**src/rtl/jt03_acc_seq_if.sv**
```systemverilog
// jt03_acc_seq_if: bus between the slot sequencer and its operator pipe / accumulator.
// master: drives clk_en, restart, the algorithm write port, op_in and snd_in; reads the sequencer outputs.
// slave:  the sequencer itself.
interface jt03_acc_seq_if;
  logic               clk_en;
  logic               restart;
  logic               wr;
  logic [1:0]         wr_ch;
  logic [2:0]         wr_alg;
  logic signed [13:0] op_in;
  logic signed [13:0] op_out;
  logic               s1_enters;
  logic               s2_enters;
  logic               s3_enters;
  logic               s4_enters;
  logic               zero;
  logic [2:0]         alg;
  logic signed [15:0] snd_in;
  logic signed [15:0] snd;
  logic               sample;
  logic [3:0]         slot;
  logic [1:0]         ch;
  modport master (
    output clk_en, restart, wr, wr_ch, wr_alg, op_in, snd_in,
    input  op_out, s1_enters, s2_enters, s3_enters, s4_enters, zero, alg, snd, sample, slot, ch
  );
  modport slave (
    input  clk_en, restart, wr, wr_ch, wr_alg, op_in, snd_in,
    output op_out, s1_enters, s2_enters, s3_enters, s4_enters, zero, alg, snd, sample, slot, ch
  );
endinterface

```
**src/rtl/jt03_acc_seq.sv**
```systemverilog
// jt03_acc_seq: 12-slot operator/channel sequencer feeding the accumulator and latching its sample.
// Ports:
//   clk, rst      single clock, asynchronous active-high reset
//   mute[2:0]     per-channel op_out mask, present only with JT03_ACC_SEQ_MUTE_EN defined
//   bus (slave)   clk_en/restart slot control, wr/wr_ch/wr_alg algorithm writes, op_in->op_out,
//                 s1..s4_enters/zero/alg/slot/ch sequencing outputs, snd_in->snd with sample strobe
// Optional feature macro: JT03_ACC_SEQ_MUTE_EN
module jt03_acc_seq (
  input  logic          clk,
  input  logic          rst,
`ifdef JT03_ACC_SEQ_MUTE_EN
  input  logic [2:0]    mute,
`endif
  jt03_acc_seq_if.slave bus
);
  logic [3:0]  slot_q, slot_d;
  logic [1:0]  ch_q, ch_d;
  logic [2:0]  alg_q [3];
  logic [2:0]  alg_d [3];
  logic [15:0] snd_q, snd_d;
  logic        sample_q, sample_d;
  logic        wrap;
  logic        muted;
  // ch is kept as its own mod-3 counter so slot mod 3 never needs a divider
  always_comb begin
    wrap     = bus.clk_en && !bus.restart && slot_q == 4'd11;
    slot_d   = bus.restart ? 4'd0 : !bus.clk_en ? slot_q : wrap ? 4'd0 : slot_q + 4'd1;
    ch_d     = bus.restart ? 2'd0 : !bus.clk_en ? ch_q : ch_q == 2'd2 ? 2'd0 : ch_q + 2'd1;
    snd_d    = wrap ? bus.snd_in : snd_q;
    sample_d = wrap;
    for (int i = 0; i < 3; i++)
      alg_d[i] = bus.wr && bus.wr_ch == 2'(i) ? bus.wr_alg : alg_q[i];
  end
  always_ff @(posedge clk or posedge rst)
    if (rst) begin
      slot_q   <= 4'd0;
      ch_q     <= 2'd0;
      snd_q    <= 16'd0;
      sample_q <= 1'b0;
      alg_q    <= '{default: 3'd0};
    end else begin
      slot_q   <= slot_d;
      ch_q     <= ch_d;
      snd_q    <= snd_d;
      sample_q <= sample_d;
      alg_q    <= alg_d;
    end
  // operator groups run in YM order S1, S3, S2, S4, three slots each
  assign bus.s1_enters = slot_q < 4'd3;
  assign bus.s3_enters = slot_q >= 4'd3 && slot_q < 4'd6;
  assign bus.s2_enters = slot_q >= 4'd6 && slot_q < 4'd9;
  assign bus.s4_enters = slot_q >= 4'd9;
  assign bus.zero      = slot_q == 4'd0;
  assign bus.slot      = slot_q;
  assign bus.ch        = ch_q;
  assign bus.alg       = ch_q == 2'd2 ? alg_q[2] : ch_q == 2'd1 ? alg_q[1] : alg_q[0];
  assign bus.snd       = snd_q;
  assign bus.sample    = sample_q;
`ifdef JT03_ACC_SEQ_MUTE_EN
  assign muted = ch_q == 2'd2 ? mute[2] : ch_q == 2'd1 ? mute[1] : mute[0];
`else
  assign muted = 1'b0;
`endif
  assign bus.op_out = muted ? 14'sd0 : bus.op_in;
endmodule

```
**src/flat_wrapper.sv**
```systemverilog
// flat-port wrapper written by rule: the top's interface ports become plain ports
module jt03_acc_seq_flat 
  (clk, rst, bus_clk_en, bus_restart, bus_wr, bus_wr_ch, bus_wr_alg, bus_op_in, bus_snd_in, bus_op_out, bus_s1_enters, bus_s2_enters, bus_s3_enters, bus_s4_enters, bus_zero, bus_alg, bus_snd, bus_sample, bus_slot, bus_ch);
  jt03_acc_seq_if bus_i ();
  input  logic clk;
  input  logic rst;
  input wire logic [$bits(bus_i.clk_en)-1:0] bus_clk_en;
  input wire logic [$bits(bus_i.restart)-1:0] bus_restart;
  input wire logic [$bits(bus_i.wr)-1:0] bus_wr;
  input wire logic [$bits(bus_i.wr_ch)-1:0] bus_wr_ch;
  input wire logic [$bits(bus_i.wr_alg)-1:0] bus_wr_alg;
  input wire logic [$bits(bus_i.op_in)-1:0] bus_op_in;
  input wire logic [$bits(bus_i.snd_in)-1:0] bus_snd_in;
  output wire logic [$bits(bus_i.op_out)-1:0] bus_op_out;
  output wire logic [$bits(bus_i.s1_enters)-1:0] bus_s1_enters;
  output wire logic [$bits(bus_i.s2_enters)-1:0] bus_s2_enters;
  output wire logic [$bits(bus_i.s3_enters)-1:0] bus_s3_enters;
  output wire logic [$bits(bus_i.s4_enters)-1:0] bus_s4_enters;
  output wire logic [$bits(bus_i.zero)-1:0] bus_zero;
  output wire logic [$bits(bus_i.alg)-1:0] bus_alg;
  output wire logic [$bits(bus_i.snd)-1:0] bus_snd;
  output wire logic [$bits(bus_i.sample)-1:0] bus_sample;
  output wire logic [$bits(bus_i.slot)-1:0] bus_slot;
  output wire logic [$bits(bus_i.ch)-1:0] bus_ch;
  assign bus_i.clk_en = bus_clk_en;
  assign bus_i.restart = bus_restart;
  assign bus_i.wr = bus_wr;
  assign bus_i.wr_ch = bus_wr_ch;
  assign bus_i.wr_alg = bus_wr_alg;
  assign bus_i.op_in = bus_op_in;
  assign bus_i.snd_in = bus_snd_in;
  assign bus_op_out = bus_i.op_out;
  assign bus_s1_enters = bus_i.s1_enters;
  assign bus_s2_enters = bus_i.s2_enters;
  assign bus_s3_enters = bus_i.s3_enters;
  assign bus_s4_enters = bus_i.s4_enters;
  assign bus_zero = bus_i.zero;
  assign bus_alg = bus_i.alg;
  assign bus_snd = bus_i.snd;
  assign bus_sample = bus_i.sample;
  assign bus_slot = bus_i.slot;
  assign bus_ch = bus_i.ch;
  jt03_acc_seq u_core (.clk(clk), .rst(rst), .bus(bus_i));
endmodule
```
**config.mk**
```make
export PLATFORM = sky130hd
export DESIGN_NAME = jt03_acc_seq_flat
export DESIGN_NICKNAME = d
export VERILOG_FILES = /design/src/rtl/jt03_acc_seq_if.sv /design/src/rtl/jt03_acc_seq.sv /design/src/flat_wrapper.sv
export SDC_FILE = /design/constraint.sdc
export NUM_CORES = 1
export LEC_CHECK = 0
export BUFFER_PORTS_ARGS = -buffer_cell sky130_fd_sc_hd__buf_2
export CAP_MARGIN = 20
export CORE_MARGIN = 4
export CORE_UTILIZATION = 35
export CTS_BUF_LIST = sky130_fd_sc_hd__clkbuf_16
export DETAILED_ROUTE_END_ITERATION = 10
export PLACE_DENSITY = 0.67
export SYNTH_ARGS = -nofsm -noshare
export SYNTH_HDL_FRONTEND = slang
export SYNTH_SLANG_ARGS = --single-unit
```
**constraint.sdc**
```tcl
create_clock -name clk -period 2.2 [get_ports clk]
set_input_delay 0.33 -clock clk [delete_from_list [all_inputs] [get_ports clk]]
set_output_delay 0.33 -clock clk [all_outputs]
set_load 0.005 [all_outputs]
```
---- Word-level counts from Yosys, hierarchy flattened ----
Index checks and enable logic that the tools add are counted.
cells by class
  add/sub/neg operators ................... 2
  multipliers ............................. 0
  div/mod/pow operators ................... 0
  order comparisons ....................... 6
  equal/unequal tests ..................... 5
  shift-type cells ........................ 0
  muxes and demuxes ....................... 8
  bitwise operators ....................... 0
  reductions and logical operators ........ 11
operators by type and width
  operator               number
  $mux W4                3
  $logic_and A1 B1 Y1    7
  $mux W2                3
  $mux W3                2
  $add A4 B1 Y4 const B  1
  $eq A2 B1 Y1 const B   2
  $eq A2 B2 Y1 const B   2
  $eq A4 B4 Y1 const B   1
  $ge A4 B2 Y1 const B   1
  $ge A4 B3 Y1 const B   1
  $ge A4 B4 Y1 const B   1
  $logic_not A4 Y1       1
  $lt A4 B2 Y1 const B   1
  $lt A4 B3 Y1 const B   1
  $lt A4 B4 Y1 const B   1
  $add A2 B1 Y2 const B  1
  $logic_not A2 Y1       1
  $reduce_bool A2 Y1     1
  $logic_not A1 Y1       1
storage, ports and cells
  flip-flop bits (word level) ............. 32
  latch bits .............................. 0
  memory bits (writable) .................. 0
  memory bits (read-only) ................. 0
  output and inout port bits .............. 45
  logic and storage cells ................. 39
  memories ................................ 0

---- Depth between registers and ports, before layout ----
Gate-level depths: netlist of the first run.
  depth after elaboration ................. 6
  mapped depth ............................ 5

---- Worst setup path after synthesis of the first run ----
No wires, ideal clock.
  path type ............................... reg-to-reg
  start point ............................. register u_core.slot_q[1] (netlist: u_core.bus.slot[1])
  end point ............................... register u_core.snd_q[1] (netlist: u_core.bus.snd[1])
  library setup time ...................... 0.125 ns
  arrival ................................. 1.729 ns
  data required time ...................... 2.075 ns
  setup slack ............................. 0.346 ns
  cell stages (with the launch flop) ...... 6
  path buffers ............................ 1
  clock period less this slack ............ 1.854 ns
  cell sequence ........................... dfrtp_1 ha_1 nand2_4 nor4b_4 buf_8 mux2_4
on the way
  cells in the longest elaborated chain, start to end .. 2
RTL lines
  item                    line                RTL
  start, declared         jt03_acc_seq.sv:16  logic [3:0] slot_q, slot_d;
  start signal, assigned  jt03_acc_seq.sv:42  slot_q <= slot_d;
  $eq A4 B4 Y1            jt03_acc_seq.sv:26  wrap = bus.clk_en && !bus.restart && slot_q == 4'd11;
  $logic_and A1 B1 Y1     jt03_acc_seq.sv:26
  via u_core.sample_d     jt03_acc_seq.sv:21  logic sample_q, sample_d;
  end signal, assigned    jt03_acc_seq.sv:44  snd_q <= snd_d;
  end, declared           jt03_acc_seq.sv:20  logic [15:0] snd_q, snd_d;
The timed path passes the listed nets, and every way through them passes these cells.
A chain may end at the register's enable or synchronous reset.

---- Worst setup path after layout of the first run ----
  start point ............................. register u_core.slot_q[0] (netlist: u_core.bus.slot[0])
  end point ............................... register u_core.snd_q[11] (netlist: u_core.bus.snd[11])
on the way
  cells in the longest elaborated chain, start to end .. 2
RTL lines
  item                 line
  $eq A4 B4 Y1         jt03_acc_seq.sv:26
  $logic_and A1 B1 Y1  jt03_acc_seq.sv:26
No other way between the ends.

==> results of run 1 <==
-- layer usage --
layer,vias up,track usage
met5,-,0
met4,0,0.0498
met3,4,0.0574
met2,58,0.160
met1,477,0.143
li1,535,-
-- sequential cells by signal, indices dropped and copies added (netlist names) --
signal             cells
u_core.alg_q           9
u_core.bus.ch          2
u_core.bus.sample      1
u_core.bus.slot        4
u_core.bus.snd        16
-- worst max-delay path, cell delays in order (launching register included) --
cell	delay, ns
dfrtp_1	0.44
ha_1	0.31
nand2_4	0.08
nor4b_4	0.20
buf_4	0.30
mux2_2	0.37
-- power by group --
group	leakage [nW]	switching [mW]	total, mW	internal (mW)
registers	0.425	0.0316	0.658	0.627
logic	0.561	0.0701	0.159	0.0892
clock network	0.0738	0.214	0.619	0.405
total	1.06	0.316	1.44	1.12
-- cell type report --
type	count	area [um^2]	area share
clock buffers	5	125	0.0622
clock inverters	3	11.3	0.00559
inverters	4	15.0	0.00746
multi-input cells	76	701	0.348
flip-flops and latches	32	801	0.398
well taps	52	65.1	0.0323
repair buffers	58	295	0.147
-- cells by family (layout without fill, tap and decap cells) --
group,Yosys count,after routing,synth area share
compound gates,14,14,0.0503
fa+ha+maj,5,5,0.0375
mux,33,33,0.238
buf+inv,25,70,0.0998
flops,32,32,0.480
simple gates,24,24,0.0945
-- stage by stage --
step | utilization | instances | hold slack, ns | setup WS (ns)
after floorplan | - | 133 | 0.446 | 0.346
after global placement | 0.419 | 222 | 0.429 | 0.418
after detailed placement | 0.419 | 222 | 0.432 | 0.367
after CTS | 0.450 | 230 | 0.140 | 0.358
after global routing | 0.450 | 230 | 0.182 | 0.243
final | 0.450 | 230 | 0.132 | 0.371
-- layout by cell type (no fill, tap or decap), types with 2 or more instances in the layout --
cell,count
buf_4,2
buf_2,56
mux2_2,17
inv_1,6
mux2_4,9
mux2i_1,7
a211oi_1,3
nand3b_1,4
nor2b_1,3
ha_1,5
dfrtp_1,32
nand2_1,2
nor2_1,7
a21oi_1,5
clkbuf_16,5
o21ai_0,4
-- final timing paths --
path	cells past startpoint	slack (ns)	start	endpoint
worst max-delay path	5	0.37	u_core.bus.slot[0]	u_core.bus.snd[11]
worst min-delay path	3	0.13	rst	u_core.bus.snd[3]
worst max register to register	5	0.37	u_core.bus.slot[0]	u_core.bus.snd[11]
min in group clk	2	0.29	bus_snd_in[4]	u_core.bus.snd[4]
worst min register to register	1	0.50	u_core.alg_q[2]	u_core.alg_q[2]
max in group asynchronous	3	1.78	rst	u_core.alg_q[8]
==> results.json, run 1 <==
{
  "fp-row-count": 24,
  "pin_count": 85,
  "start_util": 0.373,
  "start_kind": "register",
  "finClkSkew_ns": 0.00282,
  "arrival_ns": 1.98,
  "synth_top_area_frac": 0.480,
  "rsz0062_at_grt": "no",
  "firstDrtPassIters": 4,
  "cts_sinks": 32,
  "drc": 0,
  "dieArea_um2": 5930,
  "final_area_um2": 2010,
  "ys_ff_latch": 32,
  "period_share": 0.832,
  "syn_to_final_growth_pct": 20.7,
  "nets": 222,
  "synth-edff-count": 0,
  "ys.flop_type": "dfrtp_1",
  "gr-usage-all-layers": 0.113,
  "hold_buffers": 0,
  "period_minus_slack_ns": 1.83,
  "fill_cells": 404,
  "grt_pass1_vias": 1071,
  "p_total_mw": 1.44,
  "post_drt_wl_per_cell_um": 13.9,
  "root_buffer": "clkbuf_16",
  "grt_pass1_wl_um": 5310,
  "yosysMostFrequentCell": "dfrtp_1",
  "ant_nets": 0,
  "numCtsBuffers": 5,
  "slew_headroom": 0.668,
  "m1WireLength_um": 1380,
  "p_leak_nw": 1.06,
  "worstSetupPathType": "register to register",
  "synthArstFlopShare": 1.00,
  "netlist_top_cells_count": "dfrtp_1, mux2_2, buf_4, mux2_4",
  "final_max_slew_viol_count": 0,
  "synth_nets": 178,
  "netlist_area_um2": 1670,
  "crit_fanout": 17,
  "yosys_warnings": 0,
  "finalSetupViolations": 0,
  "placed_cell_area_um2": 1880,
  "clk_pin_slew_ns": 0.05,
  "ir_worst_vdd_mv": 0.379,
  "top_layer_used": "met4",
  "status": "complete, no violations",
  "antenna_found_initial": 0,
  "final-hold-violation-count": 0,
  "vias_per_cell": 4.67,
  "syn-mean-instance-area_um2": 12.5,
  "cts_setup_buffers": 0,
  "tightest_slew_ns": 0.496,
  "n_antenna_cell": 0,
  "drtIter0Drc": 46,
  "seq_area_frac_synth": 0.480,
  "clockBufferDepth": 2,
  "port_buffers": 56,
  "cts_tree": "yes",
  "synth_cells": 133,
  "die_h_um": 77.0,
  "grt_overflow_total": 0,
  "endpoint_kind": "register",
  "synth_cell_types": 28,
  "dp_hpwl_um": 2410,
  "htree_num_levels": 2,
  "drv_cap": 0,
  "wl_met3_um": 397,
  "routed_wl_um": 3190,
  "ys_top_cells_by_area": "dfrtp_1, mux2_2, mux2_4",
  "fin_setup_tns_ns": 0,
  "die_w_um": 77.0,
  "grt_start_max_net_pins": 33,
  "max_freq_mhz": 547,
  "synth_top_cell_by_area": "dfrtp_1",
  "p_per_area_nw_per_um2": 714,
  "vias": 1074,
  "min_path_type": "input pin to asynchronous set/reset pin",
  "drive_gt1_frac": 0.511,
  "crit_required_ns": 2.35,
  "cts_resized": 0,
  "gp_congestion": 0.799,
  "dr_wl_met2_um": 1370,
  "insertion_delay_ns": 0.27,
  "core_um2": 4470
}
(Power assumes the default switching activity.)
==> inputs of run 2 (changes only) <==
Settings changed: PLACE_DENSITY 0.67 to 0.7.
Clock period 2.2 ns to 1.5 ns, I/O delays scaled along.
==> results.json, run 2 (synthesis gave the netlist of run 1 again) <==
{
  "finalSetupViolations": 21,
  "worstSetupStartpoint": "u_core.bus.slot[0]",
  "finClkSkew_ns": 0.00267,
  "clk_pin_slew_ns": 0.05,
  "core_um2": 4470,
  "rsz0062_at_grt": "yes",
  "start_util": 0.373,
  "root_buffer": "clkbuf_16",
  "slew_headroom": 0.737,
  "min_path_type": "input pin to asynchronous set/reset pin",
  "dp_hpwl_um": 2430,
  "worstSetupPathType": "register to output pin",
  "rr_startpoint": "u_core.bus.slot[0]",
  "dr_wl_met2_um": 1670,
  "max_freq_mhz": 608,
  "violations": "negative setup slack",
  "largest_reg_flops": 16,
  "tightest_slew_ns": 0.395,
  "numCtsBuffers": 5,
  "fp-row-count": 24,
  "arrival_ns": 1.42,
  "period_share": 1.10,
  "final_area_um2": 2380,
  "cp_cell_sequence": "buf_6 > ha_1 > o31a_1 > buf_2",
  "dieArea_um2": 5930,
  "syn_to_final_growth_pct": 42.5,
  "wl_met3_um": 324,
  "layout_commonest_cell": "buf_2",
  "vias_per_cell": 4.80,
  "placed_cell_area_um2": 1970,
  "drtIter0Drc": 32,
  "worst_slack_ns": -0.145,
  "p_total_mw": 2.25,
  "nets": 243,
  "n_antenna_cell": 0,
  "period_minus_slack_ns": 1.64,
  "routed_wl_um": 3660,
  "endpoint_kind": "output pin",
  "worst-r2r-setup-slack_ns": -0.13,
  "antenna_found_initial": 0,
  "pin_count": 85,
  "p_per_area_nw_per_um2": 945,
  "gp_congestion": 0.792,
  "die_w_um": 77.0,
  "cts_sinks": 32,
  "drv_cap": 0,
  "crit_path_max_incr_delay_ns": 0.42,
  "grt_pass1_vias": 1220,
  "grt_pass1_wl_um": 5690,
  "clockBufferDepth": 2,
  "vias": 1206,
  "grt_overflow_total": 0,
  "final_max_slew_viol_count": 0,
  "port_buffers": 56,
  "fin_setup_tns_ns": -2.27,
  "pre_cts_slack_ns": -0.0989,
  "start_kind": "register",
  "most-common-layout-cells": "buf_2, dfrtp_1, mux2_4, buf_4, mux2_2",
  "firstDrtPassIters": 3,
  "cts_tree": "yes",
  "placed_cells": 231,
  "insertion_delay_ns": 0.27,
  "gr-usage-all-layers": 0.120,
  "die_h_um": 77.0,
  "crit_required_ns": 1.27,
  "grt_start_max_net_pins": 33,
  "htree_num_levels": 2,
  "crit_path_top_delay_cell": "dfrtp_2",
  "m1WireLength_um": 1620,
  "ir_worst_vdd_mv": 0.645,
  "drive_gt1_frac": 0.648,
  "post_drt_wl_per_cell_um": 14.6,
  "top_layer_used": "met4",
  "drc": 0,
  "status": "complete, but fails checks",
  "fin_cells": 251,
  "ant_nets": 0,
  "crit_fanout": 4,
  "final-hold-violation-count": 0,
  "p_leak_nw": 1.21
}
[run 2: changes by cell type in the layout (fill, tap and decap cells not counted), moves of 4 or more]
| cell | previous run | this run |
|---|---|---|
| mux2_4 | 9 | 16 |
| ha_1 | 5 | 1 |
| buf_6 | 0 | 9 |
| inv_1 | 6 | 2 |
| ha_4 | 0 | 4 |
| mux2_2 | 17 | 10 |
| buf_4 | 2 | 11 |
[run 2: report_power, final]
group / internal, mW / switching, mW / total (mW) / leakage (nW)
clock: 0.601 / 0.341 / 0.942 / 0.0710
combinational: 0.196 / 0.145 / 0.341 / 0.715
sequential: 0.920 / 0.0431 / 0.963 / 0.421
total: 1.72 / 0.529 / 2.25 / 1.21
[run 2: per-stage QoR]
stage	hold WS, ns	util
floorplan	0.341	-
global placement	0.322	0.441
detailed placement	0.326	0.441
CTS	0.0308	0.495
global route	0.0678	0.531
finish	0.0231	0.531
[run 2: worst paths after layout]
path	endpoint	depth (start not counted)
worst max register to register	u_core.bus.snd[2]	7
min in group clk	u_core.bus.snd[7]	2
worst max-delay path	bus_s4_enters	4
max in group asynchronous	u_core.bus.ch[0]	3
worst min register to register	u_core.alg_q[0]	1
worst min-delay path	u_core.bus.snd[5]	3
[run 2: critical path: cells and delay by family (launching register included)]
| family | cells | cell delay, ns |
|---|---|---|
| AO/OA/AOI/OAI | 1 | 0.28 |
| buffers and inverters | 2 | 0.26 |
| adder cells (fa/ha/maj) | 1 | 0.19 |
| flip-flops | 1 | 0.42 |
[run 2: final cells by class]
class | instances | area, um^2
Timing Repair Buffer | 79 | 534
Clock buffer | 5 | 125
Fill cell | 363 | 2100
Multi-Input combinational cell | 76 | 812
Sequential cell | 32 | 805
Tap cell | 52 | 65.1
Clock inverter | 3 | 13.8
Inverter | 4 | 22.5
[run 2: repair_timing]
| action | in CTS | in global routing |
|---|---|---|
| setup buffers | 6 | 4 |
| pin swaps | 0 | 6 |
| hold buffers | 0 | 0 |
| gates resized for setup | 20 | 20 |
| cloned | 0 | 2 |
| setup endpoints to repair | 24 | 24 |
[run 2: metal layers]
metal / global-route usage / up-vias
met4: 0.0480 / 0
li1: - / 576
met3: 0.0562 / 14
met1: 0.156 / 572
met5: 0 / -
met2: 0.171 / 44
